==> src/rtl/leglite_multicycle_control_if.sv <==
// Control bundle between the LEGLite multi-cycle controller (master) and the datapath (slave).
interface leglite_multicycle_control_if #(
    parameter int OPCODE_W  = 4,
    parameter int ALU_SEL_W = 3
) ();
    logic                 run;
    logic [OPCODE_W-1:0]  opcode;
    logic                 zero;
    logic                 mem_ready;
    logic                 reg2loc;
    logic                 uncondbranch;
    logic                 branch;
    logic                 memread;
    logic                 memtoreg;
    logic                 memwrite;
    logic                 alusrc;
    logic                 regwrite;
    logic [ALU_SEL_W-1:0] alu_select;
    logic                 ir_write;
    logic                 pc_write;
    logic                 pc_src;
    logic                 instr_done;
    logic                 mem_timeout;
    logic                 illegal;
    logic [2:0]           state;

    modport master (
        input  run, opcode, zero, mem_ready,
        output reg2loc, uncondbranch, branch, memread, memtoreg, memwrite, alusrc, regwrite,
               alu_select, ir_write, pc_write, pc_src, instr_done, mem_timeout, illegal, state
    );

    modport slave (
        output run, opcode, zero, mem_ready,
        input  reg2loc, uncondbranch, branch, memread, memtoreg, memwrite, alusrc, regwrite,
               alu_select, ir_write, pc_write, pc_src, instr_done, mem_timeout, illegal, state
    );
endinterface

==> src/rtl/leglite_multicycle_control.sv <==
// LEGLite multi-cycle controller sequencing FETCH/DECODE/EXEC/MEM/WB with a memory ready/timeout handshake.
// Optional macro LEGLITE_ILLEGAL_TRAP_EN: undefined opcodes trap into HALT instead of executing as a NOP.
module leglite_multicycle_control #(
    parameter int OPCODE_W    = 4,
    parameter int ALU_SEL_W   = 3,
    parameter int MEM_TIMEOUT = 16
) (
    input  logic                         clock,
    input  logic                         reset,
    leglite_multicycle_control_if.master bus
);
    typedef enum logic [2:0] {
        st_idle   = 3'd0,
        st_fetch  = 3'd1,
        st_decode = 3'd2,
        st_exec   = 3'd3,
        st_mem    = 3'd4,
        st_wb     = 3'd5,
        st_halt   = 3'd6
    } state_t;

    localparam logic [OPCODE_W-1:0]  op_add  = OPCODE_W'(4'd0);
    localparam logic [OPCODE_W-1:0]  op_sub  = OPCODE_W'(4'd1);
    localparam logic [OPCODE_W-1:0]  op_and  = OPCODE_W'(4'd2);
    localparam logic [OPCODE_W-1:0]  op_or   = OPCODE_W'(4'd3);
    localparam logic [OPCODE_W-1:0]  op_addi = OPCODE_W'(4'd4);
    localparam logic [OPCODE_W-1:0]  op_ldur = OPCODE_W'(4'd5);
    localparam logic [OPCODE_W-1:0]  op_stur = OPCODE_W'(4'd6);
    localparam logic [OPCODE_W-1:0]  op_cbz  = OPCODE_W'(4'd7);
    localparam logic [OPCODE_W-1:0]  op_b    = OPCODE_W'(4'd8);

    localparam logic [ALU_SEL_W-1:0] alu_add    = ALU_SEL_W'(3'd0);
    localparam logic [ALU_SEL_W-1:0] alu_sub    = ALU_SEL_W'(3'd1);
    localparam logic [ALU_SEL_W-1:0] alu_and    = ALU_SEL_W'(3'd2);
    localparam logic [ALU_SEL_W-1:0] alu_or     = ALU_SEL_W'(3'd3);
    localparam logic [ALU_SEL_W-1:0] alu_pass_b = ALU_SEL_W'(3'd4);

    // Last wait-count value before the MEM access is abandoned.
    localparam logic [7:0] wait_last = 8'(MEM_TIMEOUT - 1);

    function automatic logic op_defined(input logic [OPCODE_W-1:0] op);
        return (op <= op_b);
    endfunction

    function automatic logic op_is_mem(input logic [OPCODE_W-1:0] op);
        return (op == op_ldur) || (op == op_stur);
    endfunction

    function automatic logic op_is_branch(input logic [OPCODE_W-1:0] op);
        return (op == op_cbz) || (op == op_b);
    endfunction

    state_t               state_r;
    state_t               after_done_s;
    logic [OPCODE_W-1:0]  op_q_r;
    logic [7:0]           wait_cnt_r;
    logic                 mem_timeout_r;
`ifdef LEGLITE_ILLEGAL_TRAP_EN
    logic                 illegal_r;
`endif

    logic                 reg2loc_s;
    logic                 uncondbranch_s;
    logic                 branch_s;
    logic                 memread_s;
    logic                 memtoreg_s;
    logic                 memwrite_s;
    logic                 alusrc_s;
    logic                 regwrite_s;
    logic [ALU_SEL_W-1:0] alu_select_s;
    logic                 ir_write_s;
    logic                 pc_write_s;
    logic                 pc_src_s;
    logic                 instr_done_s;

    assign after_done_s = bus.run ? st_fetch : st_idle;

    // State sequencing, opcode latch, MEM wait counter and sticky error flags.
    always_ff @(posedge clock) begin
        if (reset) begin
            state_r       <= st_idle;
            op_q_r        <= '0;
            wait_cnt_r    <= 8'd0;
            mem_timeout_r <= 1'b0;
`ifdef LEGLITE_ILLEGAL_TRAP_EN
            illegal_r     <= 1'b0;
`endif
        end else begin
            case (state_r)
                st_idle:   state_r <= after_done_s;
                st_fetch:  state_r <= st_decode;
                st_decode: begin
                    op_q_r <= bus.opcode;
                    if (op_defined(bus.opcode)) begin
                        state_r <= st_exec;
                    end else begin
`ifdef LEGLITE_ILLEGAL_TRAP_EN
                        illegal_r <= 1'b1;
                        state_r   <= st_halt;
`else
                        state_r   <= st_wb;
`endif
                    end
                end
                st_exec: begin
                    if (op_is_branch(op_q_r)) begin
                        state_r <= after_done_s;
                    end else if (op_is_mem(op_q_r)) begin
                        wait_cnt_r <= 8'd0;
                        state_r    <= st_mem;
                    end else begin
                        state_r <= st_wb;
                    end
                end
                st_mem: begin
                    // A ready on the final allowed cycle still completes the access.
                    if (bus.mem_ready) begin
                        wait_cnt_r <= 8'd0;
                        state_r    <= (op_q_r == op_ldur) ? st_wb : after_done_s;
                    end else if (wait_cnt_r == wait_last) begin
                        wait_cnt_r    <= 8'd0;
                        mem_timeout_r <= 1'b1;
                        state_r       <= st_idle;
                    end else begin
                        wait_cnt_r <= wait_cnt_r + 8'd1;
                    end
                end
                st_wb: state_r <= after_done_s;
`ifdef LEGLITE_ILLEGAL_TRAP_EN
                st_halt: state_r <= st_halt;
`endif
                default: state_r <= st_idle;
            endcase
        end
    end

    // Control decode from the current state and (latched) opcode.
    always_comb begin
        reg2loc_s      = 1'b0;
        uncondbranch_s = 1'b0;
        branch_s       = 1'b0;
        memread_s      = 1'b0;
        memtoreg_s     = 1'b0;
        memwrite_s     = 1'b0;
        alusrc_s       = 1'b0;
        regwrite_s     = 1'b0;
        alu_select_s   = alu_add;
        ir_write_s     = 1'b0;
        pc_write_s     = 1'b0;
        pc_src_s       = 1'b0;
        instr_done_s   = 1'b0;
        case (state_r)
            st_fetch:  ir_write_s = 1'b1;
            st_decode: reg2loc_s  = (bus.opcode == op_stur) || (bus.opcode == op_cbz);
            st_exec: begin
                case (op_q_r)
                    op_sub:  alu_select_s = alu_sub;
                    op_and:  alu_select_s = alu_and;
                    op_or:   alu_select_s = alu_or;
                    op_cbz:  alu_select_s = alu_pass_b;
                    default: alu_select_s = alu_add;
                endcase
                alusrc_s = (op_q_r == op_addi) || op_is_mem(op_q_r);
                if (op_q_r == op_cbz) begin
                    branch_s     = 1'b1;
                    pc_write_s   = 1'b1;
                    pc_src_s     = bus.zero;
                    instr_done_s = 1'b1;
                end else if (op_q_r == op_b) begin
                    uncondbranch_s = 1'b1;
                    pc_write_s     = 1'b1;
                    pc_src_s       = 1'b1;
                    instr_done_s   = 1'b1;
                end else begin
                    pc_write_s = 1'b0;
                end
            end
            st_mem: begin
                memread_s  = (op_q_r == op_ldur);
                memwrite_s = (op_q_r == op_stur);
                if (bus.mem_ready && (op_q_r == op_stur)) begin
                    pc_write_s   = 1'b1;
                    instr_done_s = 1'b1;
                end else begin
                    pc_write_s = 1'b0;
                end
            end
            st_wb: begin
                // Undefined opcodes reach WB only as a NOP: no register write.
                regwrite_s   = op_defined(op_q_r);
                memtoreg_s   = (op_q_r == op_ldur);
                pc_write_s   = 1'b1;
                instr_done_s = 1'b1;
            end
            default: ir_write_s = 1'b0;
        endcase
    end

    assign bus.reg2loc      = reg2loc_s;
    assign bus.uncondbranch = uncondbranch_s;
    assign bus.branch       = branch_s;
    assign bus.memread      = memread_s;
    assign bus.memtoreg     = memtoreg_s;
    assign bus.memwrite     = memwrite_s;
    assign bus.alusrc       = alusrc_s;
    assign bus.regwrite     = regwrite_s;
    assign bus.alu_select   = alu_select_s;
    assign bus.ir_write     = ir_write_s;
    assign bus.pc_write     = pc_write_s;
    assign bus.pc_src       = pc_src_s;
    assign bus.instr_done   = instr_done_s;
    assign bus.mem_timeout  = mem_timeout_r;
    assign bus.state        = state_r;
`ifdef LEGLITE_ILLEGAL_TRAP_EN
    assign bus.illegal      = illegal_r;
`else
    assign bus.illegal      = 1'b0;
`endif
endmodule

==> src/flat_wrapper.sv <==
// flat-port wrapper written by rule: the top's interface ports become plain ports
module leglite_multicycle_control_flat 
#(
    parameter int OPCODE_W    = 4,
    parameter int ALU_SEL_W   = 3,
    parameter int MEM_TIMEOUT = 16
)
  (clock, reset, bus_run, bus_opcode, bus_zero, bus_mem_ready, bus_reg2loc, bus_uncondbranch, bus_branch, bus_memread, bus_memtoreg, bus_memwrite, bus_alusrc, bus_regwrite, bus_alu_select, bus_ir_write, bus_pc_write, bus_pc_src, bus_instr_done, bus_mem_timeout, bus_illegal, bus_state);
  leglite_multicycle_control_if #(.OPCODE_W(OPCODE_W), .ALU_SEL_W(ALU_SEL_W)) bus_i ();
  input  logic clock;
  input  logic reset;
  input wire logic [$bits(bus_i.run)-1:0] bus_run;
  input wire logic [$bits(bus_i.opcode)-1:0] bus_opcode;
  input wire logic [$bits(bus_i.zero)-1:0] bus_zero;
  input wire logic [$bits(bus_i.mem_ready)-1:0] bus_mem_ready;
  output wire logic [$bits(bus_i.reg2loc)-1:0] bus_reg2loc;
  output wire logic [$bits(bus_i.uncondbranch)-1:0] bus_uncondbranch;
  output wire logic [$bits(bus_i.branch)-1:0] bus_branch;
  output wire logic [$bits(bus_i.memread)-1:0] bus_memread;
  output wire logic [$bits(bus_i.memtoreg)-1:0] bus_memtoreg;
  output wire logic [$bits(bus_i.memwrite)-1:0] bus_memwrite;
  output wire logic [$bits(bus_i.alusrc)-1:0] bus_alusrc;
  output wire logic [$bits(bus_i.regwrite)-1:0] bus_regwrite;
  output wire logic [$bits(bus_i.alu_select)-1:0] bus_alu_select;
  output wire logic [$bits(bus_i.ir_write)-1:0] bus_ir_write;
  output wire logic [$bits(bus_i.pc_write)-1:0] bus_pc_write;
  output wire logic [$bits(bus_i.pc_src)-1:0] bus_pc_src;
  output wire logic [$bits(bus_i.instr_done)-1:0] bus_instr_done;
  output wire logic [$bits(bus_i.mem_timeout)-1:0] bus_mem_timeout;
  output wire logic [$bits(bus_i.illegal)-1:0] bus_illegal;
  output wire logic [$bits(bus_i.state)-1:0] bus_state;
  assign bus_i.run = bus_run;
  assign bus_i.opcode = bus_opcode;
  assign bus_i.zero = bus_zero;
  assign bus_i.mem_ready = bus_mem_ready;
  assign bus_reg2loc = bus_i.reg2loc;
  assign bus_uncondbranch = bus_i.uncondbranch;
  assign bus_branch = bus_i.branch;
  assign bus_memread = bus_i.memread;
  assign bus_memtoreg = bus_i.memtoreg;
  assign bus_memwrite = bus_i.memwrite;
  assign bus_alusrc = bus_i.alusrc;
  assign bus_regwrite = bus_i.regwrite;
  assign bus_alu_select = bus_i.alu_select;
  assign bus_ir_write = bus_i.ir_write;
  assign bus_pc_write = bus_i.pc_write;
  assign bus_pc_src = bus_i.pc_src;
  assign bus_instr_done = bus_i.instr_done;
  assign bus_mem_timeout = bus_i.mem_timeout;
  assign bus_illegal = bus_i.illegal;
  assign bus_state = bus_i.state;
  leglite_multicycle_control #(.OPCODE_W(OPCODE_W), .ALU_SEL_W(ALU_SEL_W), .MEM_TIMEOUT(MEM_TIMEOUT)) u_core (.clock(clock), .reset(reset), .bus(bus_i));
endmodule
==> config.mk <==
export PLATFORM = sky130hd
export DESIGN_NAME = leglite_multicycle_control_flat
export DESIGN_NICKNAME = d
export VERILOG_FILES = /design/src/rtl/leglite_multicycle_control_if.sv /design/src/rtl/leglite_multicycle_control.sv /design/src/flat_wrapper.sv
export SDC_FILE = /design/constraint.sdc
export NUM_CORES = 1
export LEC_CHECK = 0
export ABC_CLOCK_PERIOD_IN_PS = 1760
export BUFFER_PORTS_ARGS = -buffer_cell sky130_fd_sc_hd__buf_2
export CAP_MARGIN = 25
export CORE_ASPECT_RATIO = 1.25
export CORE_MARGIN = 5
export CORE_UTILIZATION = 33
export CTS_CLUSTER_SIZE = 10
export DETAILED_ROUTE_END_ITERATION = 8
export GPL_TIMING_DRIVEN = 0
export SYNTH_ARGS = -nofsm -noshare
export SYNTH_HDL_FRONTEND = slang
export SYNTH_SLANG_ARGS = --single-unit
==> constraint.sdc <==
create_clock -name clock -period 1.76 [get_ports clock]
set_input_delay 0.176 -clock clock [delete_from_list [all_inputs] [get_ports clock]]
set_output_delay 0.176 -clock clock [all_outputs]
set_load 0.05 [all_outputs]
==> results.py <==
metrics = {
    "run_status": {
        "status": "finished, violations left",
        "violations": "negative setup slack",
    },
    "setup_path": {
        "cp-end-kind": "output pin",
        "required_ns": 1.58,
        "worst_ep_arrival_time_ns": 1.77,
        "cpMaxStageDelayCell": "dfxtp_4",
        "crit_chain": "buf_6 > nand3b_1 > nor2_2 > a21oi_2 > o21bai_4 > buf_6 > buf_8",
        "regToRegStartpoint": "u_core.bus.state[0]",
        "r2r_slack_ns": 0.07,
        "crit_top_cell": "buf_6",
        "crit_start": "u_core.op_q_r[3]",
        "ff2ff_path_depth": 5,
        "critPathMaxStageDelay_ns": 0.36,
        "cp_max_fo": 5,
        "critPathKind": "flop to output pin",
        "start_kind": "flop",
    },
    "clock_network": {
        "cts_max_level": 1,
        "cts.reportedPaths.clkPinSlew_ns": 0.09,
        "clockBufferDepth": 2,
        "ctsHoldBuffers": 0,
        "cts_sinks": 16,
        "clockRootBuffer": "clkbuf_4",
        "cts_tree": "built",
        "cts_buffers": 3,
        "clk_latency_ns": 0.28,
    },
    "placed_design": {
        "hpwl_um": 2125,
        "dpl_cell_area_um2": 1338,
        "dp_slack_ns": -0.1687,
        "portBuffers": 26,
        "place_congestion": 0.7554,
    },
    "timing": {
        "rsz0062_at_grt": "true",
        "layout_min_cycle_time_ns": 1.945,
        "maxSlewHeadroom": 0.5767,
        "fin_setup_tns_ns": -0.5335,
        "setup_viol": 5,
        "skew_ns": 0.002549,
        "hold-worst-slack_ns": 0.1368,
        "worst_slack_ns": -0.1854,
        "worst_slew_pin_slew_ns": 0.6320,
        "finalHoldViolations": 0,
        "finalCritPeriodShare": 1.105,
        "maxSlewViolCount": 0,
        "fmax_mhz": 514.0,
    },
    "detailed_routing": {
        "wl_per_cell_um": 14.35,
        "drtIter0Drc": 38,
        "vias_per_cell": 5.403,
        "via_count": 1221,
        "drt-total-wl_um": 3242,
        "antenna_left": 0,
        "dr.pass1.iters": 4,
        "drcViolationCount": 0,
    },
    "layout": {
        "final_nets": 201,
        "final_cell_mix": "buf_4, nand2_1, a21oi_1, buf_2, buf_6",
        "diodes": 0,
        "area_growth_pct": 65.89,
        "final_area_um2": 1692,
        "layout-drive-gt1-share": 0.4632,
        "final_common_cell": "buf_4",
    },
    "yosys": {
        "ys_ff_latch": 16,
        "netlist_area_um2": 1020,
        "synthesis.instances": 137,
        "synth_cell_types": 42,
        "synth_nets": 147,
        "syn_area_per_cell_um2": 7.443,
        "synthArstFlopShare": 0,
        "synthFlopType": "dfxtp_1",
        "ys_seq_area_frac": 0.3141,
        "synth_edf_count": 0,
        "yosysWarnings": 0,
    },
    "worst_hold_path": {
        "min_path_cells": 3,
        "holdCritStartpoint": "bus_opcode[0]",
        "hp-class": "input port to flop",
    },
    "pwr": {
        "leakagePower_nw": 0.6769,
        "cellPowerDensity_nw_per_um2": 538.5,
        "irDropWorstVdd_mv": 0.3459,
        "total_power_mw": 0.9109,
    },
    "global_routing": {
        "first_global_vias": 1108,
        "grt_usage": 0.1483,
        "grt_overflow_total": 0,
        "grt_start_max_net_pins": 11,
        "antenna_found_initial": 0,
        "grt_pass1_wl_um": 4968,
    },
    "floorplan": {
        "rows": 22,
        "fp.coreArea_um2": 2945,
        "start_util": 0.3462,
        "die_y_um": 72.15,
        "die-area_um2": 4309,
        "io-pin-count": 29,
        "die_w_um": 59.72,
    },
    "flow_run": {
        "maxCapViolCount": 0,
    },
}
[sequential cells by signal, summed over array words and instances, names as in the netlist]
| register | flops |
|---|---|
| u_core.wait_cnt_r | 8 |
| u_core.op_q_r | 4 |
| u_core.bus.state | 3 |
| u_core.bus.mem_timeout | 1 |
[cell families after synthesis]
kind of cell               count (synthesis)  synth area share
xor gates and xnor gates                   1          0.008591
DFF                                       16            0.3141
muxes                                      1          0.009816
AOI/OAI and AO/OA                         36            0.2184
other                                      1          0.003677
and+or+nand+nor                           69            0.3767
buffers and inverters                     12           0.05644
adders and majority gates                  1           0.01227
[final cells by class]
| class | instances | area [um^2] |
|---|---|---|
| timing repair buffer | 53 | 445.4 |
| fill | 269 | 1254 |
| clock buffer | 3 | 22.52 |
| sequential | 16 | 342.8 |
| buffer | 8 | 71.32 |
| multi-input combinational | 109 | 760.7 |
| tap | 36 | 45.04 |
| clock inverter | 1 | 3.754 |
[layer usage]
layer	GRT usage	part of all wire	vias up	wire [um]
met5	0	0	-	0
met4	0.07389	0.030	0	96
met3	0.02135	0.059	6	190
met2	0.2572	0.52	39	1677
met1	0.1722	0.39	576	1277
li1	-	-	600	-
[critical path, delay by kind of cell (launching register included)]
kind	cells	cell delay (ns)
and+or+nand+nor	2	0.51
DFF	1	0.36
buffers and inverters	3	0.36
AOI/OAI and AO/OA	2	0.25
[report_power, final]
part	internal [mW]	switching [mW]
Clock	0.0823	0.114
Combinational	0.149	0.175
Sequential	0.375	0.0149
Total	0.606	0.305
[synthesized netlist by cell type (2+ instances only)]
library cell | instances | area (um^2)
nand3_1 | 4 | 20.02
buf_4 | 3 | 22.52
or4_1 | 2 | 15.01
nand3b_1 | 4 | 30.03
and3_1 | 2 | 12.51
nor2_1 | 13 | 48.80
clkbuf_1 | 7 | 26.28
a31oi_1 | 4 | 25.02
nor3_1 | 4 | 20.02
or3_1 | 3 | 18.77
a21oi_1 | 15 | 75.07
a311oi_1 | 2 | 17.52
nand2_1 | 20 | 75.07
nor3b_1 | 4 | 30.03
o21ai_0 | 4 | 20.02
dfxtp_1 | 16 | 320.3
o21a_1 | 3 | 22.52
nand2b_1 | 2 | 12.51
o211ai_1 | 2 | 15.01
[stage by stage]
step / std cells / util
2_1_floorplan: 137 / -
3_3_place_gp: 199 / 0.4541
3_5_place_dp: 199 / 0.4541
4_1_cts: 216 / 0.5331
5_1_grt: 226 / 0.5743
6_report: 226 / 0.5743
[worst paths after layout]
check | endpoint
worst min register to register | u_core.bus.mem_timeout
worst min-delay path | u_core.op_q_r[0]
worst max register to register | u_core.wait_cnt_r[7]
worst max-delay path | bus_pc_write
[repair_timing]
item	in CTS	in global routing
setup endpoints to repair	14	15
pin swaps	5	10
setup buffers	15	11
gates cloned	0	1
gates resized for setup	34	16
Note: power is estimated with default switching activity, not from simulation.
